$ cat config.mk
export PLATFORM = sky130hd
export DESIGN_NAME = rgb_byte_assembler_flat
export DESIGN_NICKNAME = d
export VERILOG_FILES = /design/src/rtl/rgb_byte_assembler_pkg.sv /design/src/rtl/rgb_byte_assembler_if.sv /design/src/rtl/pixel_position_counter.sv /design/src/rtl/rgb_byte_assembler.sv /design/src/flat_wrapper.sv
export SDC_FILE = /design/constraint.sdc
export NUM_CORES = 1
export LEC_CHECK = 0
export CAP_MARGIN = 20
export CORE_AREA = 3 3 83 85
export DETAILED_ROUTE_END_ITERATION = 7
export DIE_AREA = 0 0 86 88
export PLACE_DENSITY = 0.74
export RECOVER_POWER = 25
export SETUP_SLACK_MARGIN = 0.15
export SLEW_MARGIN = 25
export SYNTH_ARGS = -nofsm -noshare
export SYNTH_HDL_FRONTEND = slang
export SYNTH_SLANG_ARGS = --single-unit
$ cat constraint.sdc
create_clock -name clk -period 5.4 [get_ports clk]
set_input_delay 1.62 -clock clk [delete_from_list [all_inputs] [get_ports clk]]
set_output_delay 1.62 -clock clk [all_outputs]
set_load 0.03 [all_outputs]
$ cat src/rtl/rgb_byte_assembler_pkg.sv
// rgb_byte_assembler_pkg: shared FSM encoding, pixel width and counter-width helper
package rgb_byte_assembler_pkg;

    localparam int PIXEL_W = 8;

    typedef enum logic [1:0] {
        S_IDLE = 2'd0,
        S_R    = 2'd1,
        S_G    = 2'd2,
        S_B    = 2'd3
    } state_t;

    function automatic int cnt_w(input int n);
        return (n > 1) ? $clog2(n) : 1;
    endfunction

endpackage

$ cat src/rtl/rgb_byte_assembler_if.sv
// rgb_byte_assembler_if: camera byte stream in, assembled RGB pixel stream out
interface rgb_byte_assembler_if;
    import rgb_byte_assembler_pkg::*;

    logic [PIXEL_W-1:0] in_byte;
    logic               byte_valid_in;
    logic               sof_in;
    logic [PIXEL_W-1:0] out_red_pixel;
    logic [PIXEL_W-1:0] out_green_pixel;
    logic [PIXEL_W-1:0] out_blue_pixel;
    logic               RGB_valid_out;
    logic               sof_out;
    logic               eol_out;
    logic               frame_done;
    logic               frame_err;

    modport master (
        output in_byte, byte_valid_in, sof_in,
        input  out_red_pixel, out_green_pixel, out_blue_pixel,
        input  RGB_valid_out, sof_out, eol_out, frame_done, frame_err
    );

    modport slave (
        input  in_byte, byte_valid_in, sof_in,
        output out_red_pixel, out_green_pixel, out_blue_pixel,
        output RGB_valid_out, sof_out, eol_out, frame_done, frame_err
    );

endinterface

$ cat src/rtl/pixel_position_counter.sv
// pixel_position_counter: col/row position of the next pixel to be emitted
module pixel_position_counter
    import rgb_byte_assembler_pkg::*;
#(
    parameter  int IMG_WIDTH  = 640,
    parameter  int IMG_HEIGHT = 480,
    localparam int CW         = cnt_w(IMG_WIDTH),
    localparam int RW         = cnt_w(IMG_HEIGHT)
) (
    input  logic          clk,
    input  logic          rst,
    input  logic          step,
    input  logic          clear,
    output logic [CW-1:0] col,
    output logic [RW-1:0] row,
    output logic          eol,
    output logic          last
);

    logic [CW-1:0] col_q, col_d;
    logic [RW-1:0] row_q, row_d;

    assign col  = col_q;
    assign row  = row_q;
    assign eol  = col_q == CW'(IMG_WIDTH - 1);
    assign last = eol && (row_q == RW'(IMG_HEIGHT - 1));

    // clear wins over step; the last pixel of a frame wraps both counters
    always_comb begin
        col_d = col_q;
        row_d = row_q;
        if (clear) begin
            col_d = '0;
            row_d = '0;
        end else if (step) begin
            col_d = eol ? '0 : col_q + CW'(1);
            row_d = last ? '0 : (eol ? row_q + RW'(1) : row_q);
        end
    end

    // position registers
    always_ff @(posedge clk) begin
        if (rst) begin
            col_q <= '0;
            row_q <= '0;
        end else begin
            col_q <= col_d;
            row_q <= row_d;
        end
    end

endmodule

$ cat src/rtl/rgb_byte_assembler.sv
// rgb_byte_assembler: packs an R,G,B byte stream into pixels with frame/line flags
module rgb_byte_assembler
    import rgb_byte_assembler_pkg::*;
#(
    parameter int IMG_WIDTH  = 640,
    parameter int IMG_HEIGHT = 480
) (
    input logic                 clk,
    input logic                 rst,
    input logic                 RGB_enable,
    rgb_byte_assembler_if.slave bus
);

    localparam int CW = cnt_w(IMG_WIDTH);
    localparam int RW = cnt_w(IMG_HEIGHT);

    state_t             state_q, state_d;
    logic [PIXEL_W-1:0] r_q, r_d, g_q, g_d;
    logic [PIXEL_W-1:0] red_q, red_d, grn_q, grn_d, blu_q, blu_d;
    logic               valid_q, valid_d, sof_q, sof_d, eol_q, eol_d;
    logic               done_q, done_d, err_q, err_d;
    logic               step, clear, eol, last, at_origin;
    logic [CW-1:0]      col;
    logic [RW-1:0]      row;

    pixel_position_counter #(
        .IMG_WIDTH (IMG_WIDTH),
        .IMG_HEIGHT(IMG_HEIGHT)
    ) u_pos (
        .clk  (clk),
        .rst  (rst),
        .step (step),
        .clear(clear),
        .col  (col),
        .row  (row),
        .eol  (eol),
        .last (last)
    );

    assign at_origin = (col == '0) && (row == '0);

    // byte-phase FSM; a valid sof byte always restarts the frame as its red byte
    always_comb begin
        state_d = state_q;
        r_d     = r_q;
        g_d     = g_q;
        red_d   = red_q;
        grn_d   = grn_q;
        blu_d   = blu_q;
        valid_d = 1'b0;
        sof_d   = 1'b0;
        eol_d   = 1'b0;
        done_d  = 1'b0;
        err_d   = 1'b0;
        step    = 1'b0;
        clear   = 1'b0;
        if (!RGB_enable) begin
            state_d = S_IDLE;
            r_d     = '0;
            g_d     = '0;
            clear   = 1'b1;
        end else if (bus.byte_valid_in && bus.sof_in) begin
            err_d   = (state_q != S_IDLE) && !(state_q == S_R && at_origin);
            r_d     = bus.in_byte;
            g_d     = '0;
            clear   = 1'b1;
            state_d = S_G;
        end else if (bus.byte_valid_in) begin
            if (state_q == S_R) begin
                r_d     = bus.in_byte;
                state_d = S_G;
            end else if (state_q == S_G) begin
                g_d     = bus.in_byte;
                state_d = S_B;
            end else if (state_q == S_B) begin
                red_d   = r_q;
                grn_d   = g_q;
                blu_d   = bus.in_byte;
                valid_d = 1'b1;
                sof_d   = at_origin;
                eol_d   = eol;
                done_d  = last;
                step    = 1'b1;
                state_d = last ? S_IDLE : S_R;
            end
        end
    end

    // state, partial-pixel and output registers
    always_ff @(posedge clk) begin
        if (rst) begin
            state_q <= S_IDLE;
            r_q     <= '0;
            g_q     <= '0;
            red_q   <= '0;
            grn_q   <= '0;
            blu_q   <= '0;
            valid_q <= 1'b0;
            sof_q   <= 1'b0;
            eol_q   <= 1'b0;
            done_q  <= 1'b0;
            err_q   <= 1'b0;
        end else begin
            state_q <= state_d;
            r_q     <= r_d;
            g_q     <= g_d;
            red_q   <= red_d;
            grn_q   <= grn_d;
            blu_q   <= blu_d;
            valid_q <= valid_d;
            sof_q   <= sof_d;
            eol_q   <= eol_d;
            done_q  <= done_d;
            err_q   <= err_d;
        end
    end

    assign bus.out_red_pixel   = red_q;
    assign bus.out_green_pixel = grn_q;
    assign bus.out_blue_pixel  = blu_q;
    assign bus.RGB_valid_out   = valid_q;
    assign bus.sof_out         = sof_q;
    assign bus.eol_out         = eol_q;
    assign bus.frame_done      = done_q;
    assign bus.frame_err       = err_q;

endmodule

$ cat src/flat_wrapper.sv
// flat-port wrapper written by rule: the top's interface ports become plain ports
module rgb_byte_assembler_flat import rgb_byte_assembler_pkg::*;
#(
    parameter int IMG_WIDTH  = 640,
    parameter int IMG_HEIGHT = 480
)
  (clk, rst, RGB_enable, bus_in_byte, bus_byte_valid_in, bus_sof_in, bus_out_red_pixel, bus_out_green_pixel, bus_out_blue_pixel, bus_RGB_valid_out, bus_sof_out, bus_eol_out, bus_frame_done, bus_frame_err);
  rgb_byte_assembler_if bus_i ();
  input logic clk;
  input logic rst;
  input logic RGB_enable;
  input wire logic [$bits(bus_i.in_byte)-1:0] bus_in_byte;
  input wire logic [$bits(bus_i.byte_valid_in)-1:0] bus_byte_valid_in;
  input wire logic [$bits(bus_i.sof_in)-1:0] bus_sof_in;
  output wire logic [$bits(bus_i.out_red_pixel)-1:0] bus_out_red_pixel;
  output wire logic [$bits(bus_i.out_green_pixel)-1:0] bus_out_green_pixel;
  output wire logic [$bits(bus_i.out_blue_pixel)-1:0] bus_out_blue_pixel;
  output wire logic [$bits(bus_i.RGB_valid_out)-1:0] bus_RGB_valid_out;
  output wire logic [$bits(bus_i.sof_out)-1:0] bus_sof_out;
  output wire logic [$bits(bus_i.eol_out)-1:0] bus_eol_out;
  output wire logic [$bits(bus_i.frame_done)-1:0] bus_frame_done;
  output wire logic [$bits(bus_i.frame_err)-1:0] bus_frame_err;
  assign bus_i.in_byte = bus_in_byte;
  assign bus_i.byte_valid_in = bus_byte_valid_in;
  assign bus_i.sof_in = bus_sof_in;
  assign bus_out_red_pixel = bus_i.out_red_pixel;
  assign bus_out_green_pixel = bus_i.out_green_pixel;
  assign bus_out_blue_pixel = bus_i.out_blue_pixel;
  assign bus_RGB_valid_out = bus_i.RGB_valid_out;
  assign bus_sof_out = bus_i.sof_out;
  assign bus_eol_out = bus_i.eol_out;
  assign bus_frame_done = bus_i.frame_done;
  assign bus_frame_err = bus_i.frame_err;
  rgb_byte_assembler #(.IMG_WIDTH(IMG_WIDTH), .IMG_HEIGHT(IMG_HEIGHT)) u_core (.clk(clk), .rst(rst), .RGB_enable(RGB_enable), .bus(bus_i));
endmodule
==> reports/metrics.cfg <==
[outcome]
outcome=finished clean

[cts]
cts_resized=0
htree_num_levels=3
cts_hold_buf=0
post-cts-setup-buffers=0
clock_path_buffers=2
cts_buffers=9
clock_latency_ns=0.34
cts_tree=done
clockRootBuffer=clkbuf_8
path_clk_slew_ns=0.07
cts_sinks=66

[global_route]
first_global_vias=2112
grt_max_degree=30
grt_pass1_wl_um=9942
antenna_found_initial=0
grt.total_usage_pct=16.73
grt_overflow_total=0

[final_layout]
final_nets=375
fill_cells=572
antenna_cells=0
stdcell_count=435
drive_gt1_share_pct=5.866
syn2layout_area_growth_pct=25.09

[yosys]
synthAdderAreaFrac_pct=4.206
ys_warn_count=0
synth_area_leaders=dfxtp_1 (49%), nand2_1 (8.4%), a21oi_1 (6.5%), mux2i_1 (6.4%), nor2_1 (4.8%)
seq_area_frac_synth_pct=49.35
synth_compound_area_share_pct=9.346
netlist-cell-type-count=33
syn-num-nets=336
synth_top_family_by_area=simple AND/OR/NAND/NOR gates
synth-edff-count=0
syn_area_per_cell_sq_um=8.527
synth_xor_area_share_pct=2.944
synth-simple-area-share_pct=24.11
yosysMostFrequentCell=dfxtp_1
muxShareOfSynthArea_pct=6.355
syn_area_sq_um=2678
synth-seq-cells=66
yosysTopAreaCell=dfxtp_1
yosysTopAreaCellShare_pct=49.35
synth_flop_cell=dfxtp_1
ys_top_cells_by_count=dfxtp_1 (66), nand2_1 (60), a21oi_1 (35)
async_reset_ff_share_pct=0
syn_inst=314

[worst_setup_path]
crit_type=primary input to flop
cp-start-kind=primary input
crit_fanout=29
cpMaxStageDelayCell=clkbuf_1
crit_path_start=rst
crit_top_cell=nand2b_1
cp.depth=6
crit_path_max_incr_delay_ns=0.98
reg2reg_depth=6
crit_chain=dlygate4sd3_1 > clkbuf_1 > nand2b_1 > nand2b_1 > or4_1 > o21ai_0
timing.rr.end=u_core.u_pos.row[5]
cp.required_ns=5.62
crit_family=buffers and inverters
path_buf_inv=2
endpoint=u_core.u_pos.row[3]
rrSetupSlack_ns=2.95
cp-end-kind=flop
crit_arrival_ns=4.62
rr_startpoint=u_core.state_q[0]

[floorplanning]
die_x_um=86
pin_count=42
die_area_sq_um=7568
core_area_sq_um=6277
die_y_um=88
fp-row-count=29
initial_core_util_pct=42.65

[sta]
tightest_slew_ns=1.351
finalCritPeriodShare_pct=81.45
fin_tns_setup_ns=0
slew_viol_final=0
fin_skew_ns=0.006890
grt_setup_unrepaired=no
slew_headroom_pct=9.963
max_clock_freq_ghz=0.2274
hold_viol_final=0
finalCriticalPeriod_ns=4.398
setup_viol=0

[power_and_ir_drop]
vdd_drop_max_mv=0.2136
p_per_area_nw_per_um2=280.5
swShare_pct=22.55
power_frac_seq_pct=52.1
p_sw_w=0.0002119
fin_total_pwr_w=0.0009397
clockPowerShare_pct=44.3
p_comb_share_pct=3.6
internal_power_w=0.0007278
leakage_nw=1.219

[place]
dpl.cell_count=419
port_buffers=41
hpwl_um=3947
gp_congestion=0.8170

[routing]
drc=0
via_per_inst=5.207
detail_route.first_pass.iterations=4
drtIter0Drc=101
ant_nets=0
wire_per_inst_um=13.33
wirelength_um=5798
num_vias=2265

[flow_run]
maxCapViolCount=0

[min_path]
hold_class=flop to flop
holdPathStages=2

logic make-up after synthesis:
family,after synthesis
AO/OA/AOI/OAI,47
XOR/XNOR,9
adder cells (fa/ha/maj),9
buffers and inverters,26
flip-flops,66
multiplexers,17
AND/OR/NAND/NOR,140
placed cells by master, fill, tap and decap left out, types with 2 or more instances in the layout:
| cell type | n |
|---|---|
| inv_1 | 10 |
| clkdlybuf4s50_1 | 26 |
| o21ai_0 | 6 |
| nand4b_1 | 2 |
| nor4_1 | 6 |
| o31ai_1 | 2 |
| nand3_1 | 9 |
| clkbuf_8 | 10 |
| buf_4 | 2 |
| nand4_1 | 4 |
| nor3_1 | 7 |
| nand2_1 | 60 |
| mux2i_1 | 17 |
| or3_1 | 3 |
| dfxtp_1 | 66 |
| clkinvlp_4 | 3 |
| ha_1 | 9 |
| xnor2_1 | 9 |
| nand2b_1 | 3 |
| dlygate4sd3_1 | 15 |
| or4_1 | 4 |
| nor2_1 | 34 |
| a21oi_1 | 35 |
how the worst min path moves through the flow:
stage,slack (ns),from,end
detailed placement,0.44,u_core.r_q[6],u_core.bus.out_red_pixel[6]
floorplan,0.43,u_core.r_q[0],u_core.bus.out_red_pixel[0]
global route,0.47,u_core.g_q[5],u_core.bus.out_green_pixel[5]
finish,0.45,u_core.bus.out_red_pixel[3],u_core.bus.out_red_pixel[3]
CTS,0.46,u_core.r_q[6],u_core.bus.out_red_pixel[6]
global placement,0.44,u_core.r_q[6],u_core.bus.out_red_pixel[6]
tightest hold or removal path, delay by kind of cell, from the launching register on:
kind,cells,cell delay (ns)
flip-flops,1,0.31
AND/OR/NAND/NOR,1,0.05
AO/OA/AOI/OAI,1,0.05
final cells by class:
| type | count | area (sq um) | area share (%) |
|---|---|---|---|
| Sequential cell | 66 | 1321 | 39.45 |
| Multi-Input combinational cell | 222 | 1261 | 37.65 |
| Timing Repair Buffer | 44 | 429.2 | 12.81 |
| Clock buffer | 10 | 137.6 | 4.109 |
| Tap cell | 77 | 96.34 | 2.876 |
| Clock inverter | 6 | 66.31 | 1.980 |
| Inverter | 10 | 37.54 | 1.121 |
power by group through the flow:
stage | clock [W] | sequential [W] | combinational, W
2_1_floorplan | 0 | 0.000501 | 0.0000170
3_3_place_gp | 0 | 0.000501 | 0.0000334
3_5_place_dp | 0 | 0.000501 | 0.0000339
4_1_cts | 0.000425 | 0.000490 | 0.0000341
5_1_grt | 0.000449 | 0.000490 | 0.0000367
6_report | 0.000416 | 0.000490 | 0.0000338
metal layers:
metal / track usage [%] / part of all wire (%)
met1: 22.82 / 50
met2: 24.88 / 43
met3: 4.704 / 5.1
met4: 6.906 / 1.9
met5: 0 / 0
registers in the layout, summed over array words and instances, names as in the netlist:
| name | flops |
|---|---|
| u_core.bus.RGB_valid_out | 1 |
| u_core.bus.out_red_pixel | 8 |
| u_core.bus.out_green_pixel | 8 |
| u_core.u_pos.row | 9 |
| u_core.bus.frame_err | 1 |
| u_core.state_q | 2 |
| u_core.bus.sof_out | 1 |
| u_core.bus.eol_out | 1 |
| u_core.bus.frame_done | 1 |
| u_core.u_pos.col | 10 |
| u_core.r_q | 8 |
| u_core.g_q | 8 |
| u_core.bus.out_blue_pixel | 8 |
through the flow:
stage	util (%)	cell area, sq um	worst slack, ns	hold slack [ns]
after global routing	53.36	3349	0.7985	0.4748
after CTS	53.36	3349	1.676	0.4557
after global placement	50.11	3146	1.342	0.4403
final	53.36	3349	1.002	0.4513
after floorplan	-	2678	2.190	0.4316
after detailed placement	50.11	3146	1.323	0.4443
(Power assumes the default switching activity.)
==> RTL change 1 (same settings) <==
`IMG_HEIGHT` is set to 480 in 3 places; all go to 240.
--- a/src/rtl/pixel_position_counter.sv
+++ b/src/rtl/pixel_position_counter.sv
@@ -4,5 +4,5 @@
 #(
     parameter  int IMG_WIDTH  = 640,
-    parameter  int IMG_HEIGHT = 480,
+    parameter  int IMG_HEIGHT = 240,
     localparam int CW         = cnt_w(IMG_WIDTH),
     localparam int RW         = cnt_w(IMG_HEIGHT)
--- a/src/rtl/rgb_byte_assembler.sv
+++ b/src/rtl/rgb_byte_assembler.sv
@@ -4,5 +4,5 @@
 #(
     parameter int IMG_WIDTH  = 640,
-    parameter int IMG_HEIGHT = 480
+    parameter int IMG_HEIGHT = 240
 ) (
     input logic                 clk,
--- a/src/flat_wrapper.sv
+++ b/src/flat_wrapper.sv
@@ -3,5 +3,5 @@
 #(
     parameter int IMG_WIDTH  = 640,
-    parameter int IMG_HEIGHT = 480
+    parameter int IMG_HEIGHT = 240
 )
   (clk, rst, RGB_enable, bus_in_byte, bus_byte_valid_in, bus_sof_in, bus_out_red_pixel, bus_out_green_pixel, bus_out_blue_pixel, bus_RGB_valid_out, bus_sof_out, bus_eol_out, bus_frame_done, bus_frame_err);
Behaviour: no difference found for any inputs over 4 cycles, from zero or initial values and one cycle with rst high; that may be too few to reach the edited logic, so the function may still have changed.
==> RTL change 1 against the original RTL <==
Area after synthesis shrank 1.2%. Critical endpoint is now u_core.u_pos.col[9]$_SDFFE_PP0P_. Wire length shrank 4.1%. Power shrank 1.6%. Worst setup slack gained 0.093 ns. Final cell count shrank 4.1%. Critical path type unchanged. Cell area shrank 2.1%. Sequential cell count shrank 1. Highest routed layer unchanged. Count of clock-buffer cells in the layout grew 2.
==> RTL change 1: results <==
detailed_routing:
  vias_per_cell: 5.189
  routed.top_layer: "met4"
  wl_per_cell_um: 13.33
  drt_iter0_drc: 145
  met1_length_mm: 2.711
  route.met2.wl_mm: 2.459
  first_pass_iters: 4
  wl_met3_um: 238
setup_path:
  r2r-start: "u_core.u_pos.row[0]$_SDFFE_PP0P_"
  cp.arrival_ns: 4.52
  crit_fanout: 28
  r2r_end: "u_core.state_q[0]$_SDFFE_PP0P_"
  r2r_slack_ns: 3.45
  r2r_cells: 5
  cp-startpoint: "rst"
  cpPeakStageDelay_ns: 0.88
  endpoint: "u_core.u_pos.col[9]$_SDFFE_PP0P_"
layout:
  largest_reg_flops: 10
  fill_cells: 596
  drive_gt1_share_pct: 6.176
  fin_cells: 417
  diodes: 0
  fin_nets: 358
  final_common_cell: "dfxtp_1"
global_route:
  grt_antenna_before_repair: 0
  grt.total_usage_pct: 15.77
  grt_pass1_vias: 2057
  use_met1_pct: 21.25
  use_met3_pct: 3.293
  grt_pass1_wl_mm: 9.432
  grt_max_degree: 29
  grtUsageMet2_pct: 23.62
logic_synthesis:
  syn-num-nets: 320
  ys_seq_area_share_pct: 49.20
  synth_area_leaders: "dfxtp_1 (49%), nand2_1 (8.2%), mux2i_1 (6.4%)"
  avgSynthCellArea_um2: 8.876
  synth_common_cells: "dfxtp_1 (65), nand2_1 (58), nor2_1 (33)"
  ys_warn_count: 0
  ys.flop_type: "dfxtp_1"
  synth_cell_types: 38
clock_network:
  cts.sinks: 65
  cts.path.max_buffers: 2
  clock_latency_ns: 0.34
  cts_root_buffer: "clkbuf_8"
timing:
  skew_ns: 0.009335
  relSlewSlack_pct: 19.90
  holdWs_ns: 0.4448
power:
  switching_share_pct: 20.97
  ir_drop_mv: 0.1771
  p_leak_nw: 1.250
run_status:
  status: "finished, final reports clean"
placed_design:
  dp_hpwl_mm: 3.843
  gp_congestion: 0.8079
  placed_cells: 402
hold_path:
  min_path_type: "flip-flop to flip-flop"
  min-delay-start: "u_core.r_q[4]$_SDFFE_PP0P_"
  holdPathEnd: "u_core.bus.out_red_pixel[4]$_SDFFE_PP0P_"
RTL change 1: cell count changes in the layout (fill, tap and decap cells not counted), sizes merged, moves of 3 or more:
cell	unedited run	this run
a21oi	35	31
clkinvlp	3	0
inv	10	6
o21ai	7	4
or4	4	1
xor2	0	4
RTL change 1: cell type report:
| class | count | area share [%] |
|---|---|---|
| clock buffer | 12 | 4.729 |
| clock inverter | 3 | 1.220 |
| inverter | 6 | 0.6865 |
| multi-input combinational | 211 | 37.91 |
| sequential | 65 | 39.66 |
| tap | 77 | 2.937 |
| timing repair buffer | 43 | 12.85 |
RTL change 1: logic make-up after synthesis:
family | count (synthesis) | share of synthesized area (%)
and+or+nand+nor | 135 | 24.55
DFF | 65 | 49.20
AOI/OAI and AO/OA | 39 | 8.042
buffers and inverters | 22 | 3.879
muxes | 17 | 6.433
xor gates and xnor gates | 11 | 3.642
adders and majority gates | 9 | 4.257
RTL change 1: per-stage QoR:
stage,cell area (um^2),setup slack [ns]
floorplan,2645,2.510
global placement,3087,1.437
detailed placement,3087,1.403
CTS,3282,1.750
global route,3281,0.8052
finish,3281,1.094
RTL change 1: power groups by stage:
| stage | logic [mW] | registers (mW) | clock network (mW) |
|---|---|---|---|
| final | 0.0330 | 0.483 | 0.409 |
| after CTS | 0.0335 | 0.482 | 0.417 |
| after detailed placement | 0.0333 | 0.493 | 0 |
| after global routing | 0.0364 | 0.482 | 0.435 |
| after floorplan | 0.0175 | 0.493 | 0 |
| after global placement | 0.0331 | 0.493 | 0 |
RTL change 1: worst max-delay path: cells and delay by family:
kind          cells  cell delay (ns)
simple gates      4             1.57
buf+inv           2             1.33
==> RTL change 2 (same settings) <==
Without the edit above. Re-encode `state_t` (4 states) as one-hot, 4 bits wide.
--- a/src/rtl/rgb_byte_assembler_pkg.sv
+++ b/src/rtl/rgb_byte_assembler_pkg.sv
@@ -4,9 +4,9 @@
     localparam int PIXEL_W = 8;
 
-    typedef enum logic [1:0] {
-        S_IDLE = 2'd0,
-        S_R    = 2'd1,
-        S_G    = 2'd2,
-        S_B    = 2'd3
+    typedef enum logic [3:0] {
+        S_IDLE = 4'b0001,
+        S_R    = 4'b0010,
+        S_G    = 4'b0100,
+        S_B    = 4'b1000
     } state_t;
 
Behaviour: same outputs for any inputs over 4 cycles, from zero or initial values and one cycle with rst high; so few cycles prove little.
==> RTL change 2 against the original RTL <==
First-iteration DRC count is 38% higher. Sequential cell count up 2. Fmax up 11%. Sequential power rose by 3%. Area after synthesis increased by 6.3%. Hold slack improved by 0.0032 ns. Wire length up 8.0%. Power grew 8.7%. Cell area is 4.2% higher. Count of clock-buffer cells in the layout increased by 1. Worst setup slack improved by 0.43 ns. Die area unchanged. Non-clock buffer count is 2 lower. Critical path type unchanged. Largest cell class unchanged. Highest routed layer unchanged.
==> RTL change 2: results <==
run_status:
  status: "finished, final reports clean"
logic_synthesis:
  muxShareOfSynthArea_pct: 6.330
  synth_area_leaders: "dfxtp_1 (48%), nand2_1 (7.6%), a21oi_1 (6.7%)"
  avgSynthCellArea_um2: 8.705
  synth_common_cells: "dfxtp_1 (68), nand2_1 (58), a21oi_1 (38)"
  ys_seq_area_share_pct: 47.82
  synth_cell_types: 40
  syn-num-nets: 344
power:
  ir_drop_mv: 0.2987
placed_design:
  dp_hpwl_mm: 4.293
  placed_cells: 428
setup_path:
  r2r-start: "u_core.state_q[3]$_SDFFE_PP0P_"
  r2r_slack_ns: 3.16
  cpPeakStageDelay_ns: 0.80
  crit_fanout: 22
  slowest_stage: "dlygate4sd3_1"
  endpoint: "u_core.u_pos.col[2]$_SDFFE_PP0P_"
  r2r_cells: 4
  r2r_end: "u_core.u_pos.row[4]$_SDFFE_PP0P_"
global_route:
  grt_pass1_wl_mm: 10.71
  grt_max_degree: 46
  grt_pass1_vias: 2295
  grt.total_usage_pct: 17.88
layout:
  fin_nets: 379
  fin_cells: 444
  drive_gt1_share_pct: 5.722
detailed_routing:
  vias_per_cell: 5.500
timing:
  relSlewSlack_pct: 33.64
  skew_ns: 0.007263
==> RTL change 2: cells by family after synthesis <==
logic type / count (synthesis)
compound gates: 59
mux: 18
xor+xnor: 6
simple gates: 147
flops: 68
fa+ha+maj: 4
buf+inv: 25
==> RTL change 2: worst min path at each step <==
stage,start,to,slack (ns),cells past startpoint
floorplan,u_core.r_q[0]$_SDFFE_PP0P_,u_core.bus.out_red_pixel[0]$_SDFFE_PP0P_,0.43,2
global placement,u_core.bus.out_blue_pixel[1]$_SDFFE_PP0P_,u_core.bus.out_blue_pixel[1]$_SDFFE_PP0P_,0.44,2
detailed placement,u_core.bus.out_red_pixel[7]$_SDFFE_PP0P_,u_core.bus.out_red_pixel[7]$_SDFFE_PP0P_,0.45,2
CTS,u_core.bus.out_red_pixel[7]$_SDFFE_PP0P_,u_core.bus.out_red_pixel[7]$_SDFFE_PP0P_,0.46,2
global route,u_core.bus.out_red_pixel[7]$_SDFFE_PP0P_,u_core.bus.out_red_pixel[7]$_SDFFE_PP0P_,0.48,2
finish,u_core.bus.out_red_pixel[1]$_SDFFE_PP0P_,u_core.bus.out_red_pixel[1]$_SDFFE_PP0P_,0.45,2
==> RTL change 2: layout make-up <==
cell class	count	area (um^2)	area share (%)
clock buffers	11	151.4	4.337
clock inverters	5	83.83	2.401
flip-flops and latches	68	1361	39.00
inverters	7	26.28	0.7527
multi-input cells	234	1358	38.89
well taps	77	96.34	2.760
repair buffers	42	414.1	11.86
==> RTL change 2: layer usage <==
metal	up-vias	wire, um	GRT usage [%]
li1	1212	-	-
met1	1157	2784	21.52
met2	59	2990	29.08
met3	14	356	6.867
met4	0	131	6.619
met5	-	0	0
==> RTL change 2: through the flow <==
| step | cell area [um^2] | setup WS [ns] |
|---|---|---|
| after global placement | 3259 | 1.413 |
| after detailed placement | 3259 | 1.342 |
| after floorplan | 2846 | 2.571 |
| after global routing | 3491 | 1.294 |
| final | 3491 | 1.430 |
| after CTS | 3495 | 1.683 |
==> RTL change 2: worst register-to-register path, cell delays in order, from the launching register on <==
cell,delay [ns]
dfxtp_1,0.45
and4bb_1,0.39
nand2_2,0.50
or4_1,0.67
a21oi_1,0.15
==> RTL change 2: power groups by stage <==
| stage | logic, mW | clock network (mW) | registers (mW) |
|---|---|---|---|
| after floorplan | 0.0204 | 0 | 0.516 |
| after global placement | 0.0341 | 0 | 0.517 |
| after detailed placement | 0.0342 | 0 | 0.517 |
| after CTS | 0.0343 | 0.492 | 0.505 |
| after global routing | 0.0365 | 0.513 | 0.506 |
| final | 0.0338 | 0.482 | 0.506 |
